### config.mk
export PLATFORM = sky130hd
export DESIGN_NAME = intersection_scheduler
export DESIGN_NICKNAME = d
export VERILOG_FILES = /design/src/rtl/intersection_pkg.sv /design/src/rtl/intersection_scheduler_phase_timer.sv /design/src/rtl/intersection_scheduler.sv
export SDC_FILE = /design/constraint.sdc
export NUM_CORES = 1
export LEC_CHECK = 0
export BUFFER_PORTS_ARGS = -buffer_cell sky130_fd_sc_hd__buf_4
export CAP_MARGIN = 40
export CORE_MARGIN = 4
export CORE_UTILIZATION = 30
export DETAILED_ROUTE_END_ITERATION = 7
export PLACE_DENSITY = 0.43
export SYNTH_ARGS = -nofsm -noshare
export SYNTH_HDL_FRONTEND = slang
export SYNTH_SLANG_ARGS = --single-unit
### constraint.sdc
create_clock -name clk -period 4.2 [get_ports clk]
set_input_delay 1.05 -clock clk [delete_from_list [all_inputs] [get_ports clk]]
set_output_delay 1.05 -clock clk [all_outputs]
set_load 0.02 [all_outputs]
### src/rtl/intersection_pkg.sv
// intersection_pkg
//   Shared types for the intersection scheduler:
//     phase_t     - six signalling phases, 3-bit encoding (also driven on phase_o)
//     dir_t       - approach direction (DIR_NS=0, DIR_EW=1)
//     lamps_t     - the six lamp outputs {ns_g, ns_y, ns_r, ew_g, ew_y, ew_r}
//     lamp_decode - phase -> lamps
package intersection_pkg;

  typedef enum logic [2:0] {
    NS_GREEN  = 3'd0,
    NS_YELLOW = 3'd1,
    NS_CLEAR  = 3'd2,
    EW_GREEN  = 3'd3,
    EW_YELLOW = 3'd4,
    EW_CLEAR  = 3'd5
  } phase_t;

  typedef enum logic {
    DIR_NS = 1'b0,
    DIR_EW = 1'b1
  } dir_t;

  typedef struct packed {
    logic ns_g;
    logic ns_y;
    logic ns_r;
    logic ew_g;
    logic ew_y;
    logic ew_r;
  } lamps_t;

  // Exactly one lamp per approach; at most one approach is non-red.
  // Unused encodings fall back to all-red, the safe state.
  function automatic lamps_t lamp_decode(input phase_t p);
    lamps_t l;
    l = 6'b001_001;
    case (p)
      NS_GREEN:  l = 6'b100_001;
      NS_YELLOW: l = 6'b010_001;
      EW_GREEN:  l = 6'b001_100;
      EW_YELLOW: l = 6'b001_010;
      default:   l = 6'b001_001;
    endcase
    return l;
  endfunction

endpackage

### src/rtl/intersection_scheduler_phase_timer.sv
// phase_timer
//   Per-phase cycle counter. Restarts at 0 on the first cycle of each phase
//   and counts up every cycle; while sat_en is high it holds at sat_val.
//   Ports:
//     clk, rst_n  - clock, synchronous active-low reset
//     clear       - 1 when the phase changes at the next edge (cnt -> 0)
//     sat_en      - enable saturation (green phases)
//     sat_val     - saturation value
//     cnt         - current count
module phase_timer #(
  parameter int CNT_W = 16
) (
  input  logic             clk,
  input  logic             rst_n,
  input  logic             clear,
  input  logic             sat_en,
  input  logic [CNT_W-1:0] sat_val,
  output logic [CNT_W-1:0] cnt
);

  logic [CNT_W-1:0] cnt_reg;
  logic [CNT_W-1:0] cnt_next;

  always_comb begin
    cnt_next = cnt_reg + CNT_W'(1);
    if (clear) begin
      cnt_next = '0;
    end else if (sat_en && (cnt_reg >= sat_val)) begin
      cnt_next = cnt_reg;
    end
  end

  always_ff @(posedge clk) begin
    if (!rst_n) begin
      cnt_reg <= '0;
    end else begin
      cnt_reg <= cnt_next;
    end
  end

  assign cnt = cnt_reg;

endmodule

### src/rtl/intersection_scheduler.sv
// intersection_scheduler
//   Demand-actuated two-approach (NS/EW) signal controller with minimum and
//   maximum green, gap-out, all-red clearance, latched demand and emergency
//   preemption.
//   Ports:
//     clk, rst_n            - clock, synchronous active-low reset
//     ns_car_i, ew_car_i    - vehicle presence (level)
//     emg_valid_i           - emergency preemption request (level)
//     emg_dir_i             - preemption direction, 0=NS 1=EW
//     ns_g_o/ns_y_o/ns_r_o  - NS lamps
//     ew_g_o/ew_y_o/ew_r_o  - EW lamps
//     phase_o               - current phase (phase_t encoding)
//     emg_ack_o             - requested direction is currently green
module intersection_scheduler
  import intersection_pkg::*;
#(
  parameter int MIN_GREEN   = 10,
  parameter int MAX_GREEN   = 40,
  parameter int YELLOW_LEN  = 3,
  parameter int ALL_RED_LEN = 2,
  parameter int CNT_W       = 16
) (
  input  logic       clk,
  input  logic       rst_n,
  input  logic       ns_car_i,
  input  logic       ew_car_i,
  input  logic       emg_valid_i,
  input  logic       emg_dir_i,
  output logic       ns_g_o,
  output logic       ns_y_o,
  output logic       ns_r_o,
  output logic       ew_g_o,
  output logic       ew_y_o,
  output logic       ew_r_o,
  output logic [2:0] phase_o,
  output logic       emg_ack_o
);

  localparam logic [CNT_W-1:0] MIN_LAST = CNT_W'(MIN_GREEN - 1);
  localparam logic [CNT_W-1:0] MAX_LAST = CNT_W'(MAX_GREEN - 1);
  localparam logic [CNT_W-1:0] Y_LAST   = CNT_W'(YELLOW_LEN - 1);
  localparam logic [CNT_W-1:0] R_LAST   = CNT_W'(ALL_RED_LEN - 1);

  phase_t           phase_reg;
  phase_t           phase_next;
  logic             ns_dem_reg;
  logic             ns_dem_next;
  logic             ew_dem_reg;
  logic             ew_dem_next;
  logic [CNT_W-1:0] cnt;
  lamps_t           lamps;

  dir_t emg_dir;
  logic ns_pre;
  logic ew_pre;
  logic ns_leave;
  logic ew_leave;
  logic is_green;

  assign emg_dir = dir_t'(emg_dir_i);
  assign ns_pre  = emg_valid_i && (emg_dir == DIR_NS);
  assign ew_pre  = emg_valid_i && (emg_dir == DIR_EW);

  // Green exit: opposite preemption at any count, otherwise gap-out or
  // max-out on opposing demand unless own-direction preemption holds green.
  assign ns_leave = ew_pre ||
                    (ew_dem_reg && !ns_pre &&
                     (((cnt >= MIN_LAST) && !ns_car_i) || (cnt == MAX_LAST)));
  assign ew_leave = ns_pre ||
                    (ns_dem_reg && !ew_pre &&
                     (((cnt >= MIN_LAST) && !ew_car_i) || (cnt == MAX_LAST)));

  assign is_green = (phase_reg == NS_GREEN) || (phase_reg == EW_GREEN);

  phase_timer #(
    .CNT_W (CNT_W)
  ) u_timer (
    .clk     (clk),
    .rst_n   (rst_n),
    .clear   (phase_next != phase_reg),
    .sat_en  (is_green),
    .sat_val (MAX_LAST),
    .cnt     (cnt)
  );

  // State register
  always_ff @(posedge clk) begin
    if (!rst_n) begin
      phase_reg  <= NS_GREEN;
      ns_dem_reg <= 1'b0;
      ew_dem_reg <= 1'b0;
    end else begin
      phase_reg  <= phase_next;
      ns_dem_reg <= ns_dem_next;
      ew_dem_reg <= ew_dem_next;
    end
  end

  // Next-state logic
  always_comb begin
    phase_next = phase_reg;
    case (phase_reg)
      NS_GREEN:  if (ns_leave)       phase_next = NS_YELLOW;
      NS_YELLOW: if (cnt == Y_LAST)  phase_next = NS_CLEAR;
      NS_CLEAR:  if (cnt == R_LAST)  phase_next = EW_GREEN;
      EW_GREEN:  if (ew_leave)       phase_next = EW_YELLOW;
      EW_YELLOW: if (cnt == Y_LAST)  phase_next = EW_CLEAR;
      EW_CLEAR:  if (cnt == R_LAST)  phase_next = NS_GREEN;
      default:                       phase_next = NS_GREEN;
    endcase

    // Demand latches: set outside own green, cleared on entry to own green
    // (clear is applied last so it wins over a simultaneous set).
    ns_dem_next = ns_dem_reg;
    if ((phase_reg != NS_GREEN) && (ns_car_i || ns_pre)) ns_dem_next = 1'b1;
    if ((phase_next == NS_GREEN) && (phase_reg != NS_GREEN)) ns_dem_next = 1'b0;

    ew_dem_next = ew_dem_reg;
    if ((phase_reg != EW_GREEN) && (ew_car_i || ew_pre)) ew_dem_next = 1'b1;
    if ((phase_next == EW_GREEN) && (phase_reg != EW_GREEN)) ew_dem_next = 1'b0;
  end

  // Output decode: lamps depend on the registered phase only.
  always_comb begin
    lamps     = lamp_decode(phase_reg);
    emg_ack_o = emg_valid_i &&
                (ew_pre ? (phase_reg == EW_GREEN) : (phase_reg == NS_GREEN));
  end

  assign ns_g_o  = lamps.ns_g;
  assign ns_y_o  = lamps.ns_y;
  assign ns_r_o  = lamps.ns_r;
  assign ew_g_o  = lamps.ew_g;
  assign ew_y_o  = lamps.ew_y;
  assign ew_r_o  = lamps.ew_r;
  assign phase_o = phase_reg;

endmodule

# [Yosys cells after proc, flatten, opt, wreduce, memory -nomap -nowiden]
# Index checks and enable logic that the tools add are counted.
# Widths: inputs -> output; s select.
[totals] register_bits=21 in_bits=6 output_inout_bits=10 word_cells=60
[op_classes] add_sub_neg=1 n_lt_le_gt_ge=2 eq_ne=11 n_mux=9 n_bitwise=2 n_reduce_logical=31
[op_table] op="$pmux 6 s4" n=1
[op_table] op="$mux 3" n=6
[op_table] op="$pmux 3 s6" n=1
[op_table] op="$add 16x1->16 const B" n=1
[op_table] op="$eq 16x1->1 const B" n=1
[op_table] op="$eq 16x2->1 const B" n=1
[op_table] op="$eq 16x6->1 const B" n=1
[op_table] op="$ge 16x4->1 const B" n=1
[op_table] op="$ge 16x6->1 const B" n=1
[op_table] op="$logic_and 1x1->1" n=14
[op_table] op="$eq 3x2->1 const B" n=3
[op_table] op="$logic_or 1x1->1" n=7
[op_table] op="$eq 3x3->1 const B" n=2
[op_table] op="$logic_not 3->1" n=2
[op_table] op="$reduce_or 2->1" n=3
[op_table] op="$logic_not 1->1" n=4
[op_table] op="$eq 3x1->1 const B" n=1
[op_table] op="$ne 3x2->1 const B" n=1
[op_table] op="$ne 3x3->1" n=1
[op_table] op="$reduce_bool 3->1" n=1
[op_table] op="$not 1->1" n=2
[op_table] op="$mux 1" n=1

# [Depth between registers and ports, before layout]
[depth] depth_word=11 depth_mapped=9 depth_no_buf=8

# [Modules after synthesis]
# A second synthesis with hierarchy kept.
[hier_totals] cells_unflattened=221 hier_area_um2=1641.6
[by_module_without_submodules] mod="phase_timer" n_inst=1 cells_per_inst=150 area_each_um2=1158.6 seq_area_each_um2=320.3
[by_module_without_submodules] mod="intersection_scheduler" n_inst=1 cells_per_inst=71 area_each_um2=483.0 seq_area_each_um2=100.1

# [Worst setup path after synthesis]
# Ideal clock, no wire load.
[synth_path] path_type="input port to output port" start="input emg_dir_i" end="output emg_ack_o" arrival_ps=1724 t_required_ps=3150 path_slack_ps=1426 stages=2 path_buffers=0 path_cell_list="or3_1 -> a21oi_1"
[synth_between] elab_chain_cells=3
[synth_rtl] item="from (decl)" line_no="intersection_scheduler.sv:28" source="input logic emg_dir_i,"
[synth_rtl] item="$logic_and 1x1->1" line_no="intersection_scheduler.sv:62" source="assign ew_pre = emg_valid_i && (emg_dir == DIR_EW);"
[synth_rtl] item="$mux 1" line_no="intersection_scheduler.sv:127" source="(ew_pre ? (phase_reg == EW_GREEN) : (phase_reg == NS_GREEN));"
[synth_rtl] item="$logic_and 1x1->1" line_no="intersection_scheduler.sv:126" source="emg_ack_o = emg_valid_i &&"
[synth_rtl] item="to (decl)" line_no="intersection_scheduler.sv:36" source="output logic emg_ack_o"
# Every way passes these cells.

# [Final worst setup path]
# Same ends and word-level chain as after synthesis.

==> results.toml <==
[cts]
cts_post_setup_buffers_inserted = 0
cts_buffers = 3
path_clk_slew_ns = 0.08
cts_resized = 0
root_buffer = "clkbuf_8"
hold_buffers = 0
cts_sinks = 21
clkLatencyLatePin_ns = 0.26
cts_tree = "done"
htreeDepth = 1
cts.path.max_buffers = 2

[layout]
areaGrowthSynthToFinish_pct = 11.7
multi_input_area_sq_um = 850
final_common_cell = "nor2_1"
final_cell_mix = "nor2_1, dfxtp_1, buf_4"
fillCellCount = 471
fin_nets = 192
antennaDiodeCount = 0
largest_reg_flops = 16
seqCellArea_sq_um = 420
fin_area_sq_mm = 0.00153
drive_gt1_share_pct = 20.4

[route]
viasPerCell = 5.12
routed_wl_um = 3100
via_count = 1194
drt-wirelength-per-cell_um = 13.3
drt_iter0_markers = 60
route.detailed.drc = 0
postRouteAntennaNets = 0
firstDrtPassIters = 4

[yosys]
seq_area_frac_synth_pct = 30.8
synth_cell_types = 41
syn_area_sq_mm = 0.00137
synth-warning-count = 0
syn_inst = 171
ys.flop_type = "dfxtp_1"
syn_nets = 181
ys_ff_latch = 21
synth.avg_cell_area_sq_um = 7.99
synth-edff-count = 0
ys_async_sr_fraction_pct = 0

[status]
status = "finished clean"

[hold_path]
hold_depth = 2
worstHoldPathType = "reg -> reg"

[floorplan]
fp.coreArea_sq_mm = 0.00438
start_util_pct = 31.2
die_area_sq_mm = 0.00570
rows = 24
fp.dieW_um = 75.5
die_y_um = 75.5
ios = 16

[critical_path]
ff2ff_path_depth = 8
required_ns = 3.15
cp-end-kind = "primary output"
cp_max_fo = 6
crit_type = "in -> out"
arrival_ns = 1.77
cp-start-kind = "primary input"

[pwr]
p_int_mw = 0.369
switching_share_pct = 39.5
seq_power_share_pct = 40.8
p_per_area_mw_per_mm2 = 400
p_sw_mw = 0.241
clkPwrFrac_pct = 22.2
power_mw = 0.610
pwr-share-comb_pct = 37.0
irDropWorstVdd_uv = 268
p_leak_nw = 0.552

[grt]
grt_pass1_vias = 1053
grt_first_pass_wirelength_um = 5150
grt_use_met2_pct = 15.5
grt_antenna_before_repair = 0
met1_usage_pct = 18.1
top_usage_layer = "met1"
grt_overflow = 0
use_met3_pct = 2.37
track_usage_pct = 11.6
grt_max_degree = 17

[placement]
gp_congestion = 0.802
pre_cts_slack_ns = 1.37
postPlaceCellArea_sq_mm = 0.00148
dp.final_hpwl_um = 2310
io_buffers = 15

[sta]
slew_violations = 0
final_hold_viol_count = 0
fin_ws_ns = 1.38
relSlewSlack_pct = 55.9
tns_ns = 0
fin_crit_ns = 2.82
rsz0062_at_grt = "false"
tightest_slew_ns = 0.657
fin_skew_ns = 0.00360
setup_viol = 0
post-route-period-util_pct = 67.2
fmax_mhz = 354

[job]
cap_violations = 0
==> per-layer routing <==
metal,vias to the layer above,share of wire (%)
met1,565,55
met3,2,3.2
met2,18,42
met5,-,0
li1,609,-
met4,0,0.48
==> synth_stat cells, types with 2 or more instances <==
master	count	share of area, %
clkbuf_1	3	0.82
nand2b_1	3	1.4
ha_1	4	3.7
nor4_4	2	3.1
nor4_1	4	1.8
and4_1	2	1.3
nand3_1	9	3.3
xor2_1	11	7.1
a21oi_1	10	3.7
buf_2	4	1.5
and3_1	2	0.92
nand4_1	7	3.2
a31oi_1	2	0.92
nor2_2	10	4.6
nor2_1	22	6.0
nand2_1	12	3.3
nor3_1	4	1.5
xnor2_1	3	1.9
inv_1	8	2.2
dfxtp_1	21	31
o21ai_0	8	2.9
==> area by class of cell <==
class                   count  area share (%)
inverters                   9            2.21
repair buffers             15            7.38
multi-input cells         132            55.7
well taps                  52            4.26
clock buffers               4            2.95
flip-flops and latches     21            27.5
==> path summary, 6_finish.rpt <==
kind         slack (ns)               to      startpoint
max                1.38        emg_ack_o       emg_dir_i
min                0.48       ns_dem_reg      ns_dem_reg
max reg2reg        1.68  u_timer.cnt[10]  u_timer.cnt[0]
min reg2reg        0.48       ns_dem_reg      ns_dem_reg
==> power groups by stage <==
stage / logic, mW / clock network [mW] / registers (mW)
after floorplan: 0.195 / 0 / 0.241
after global placement: 0.227 / 0 / 0.252
after detailed placement: 0.228 / 0 / 0.252
after CTS: 0.229 / 0.141 / 0.248
after global routing: 0.251 / 0.146 / 0.254
final: 0.226 / 0.136 / 0.249
==> worst max-delay path, stage by stage <==
cell	delay, ns
buf_4	0.13
or3_1	0.30
a21oi_1	0.14
buf_4	0.15
==> through the flow <==
step | hold slack, ns | instances | util (%)
after floorplan | 0.435 | 171 | -
after global placement | 0.464 | 229 | 33.8
after detailed placement | 0.478 | 229 | 33.8
after CTS | 0.495 | 233 | 34.8
after global routing | 0.529 | 233 | 34.8
final | 0.485 | 233 | 34.8
==> kinds of logic after synthesis <==
family          count (synthesis)  share of synthesized area, %
flops                          21                          30.8
compound gates                 29                          14.6
buf+inv                        18                          7.05
xor+xnor                       14                          8.97
simple gates                   85                          35.0
fa+ha+maj                       4                          3.66
Power figures use the tool's default switching activity.
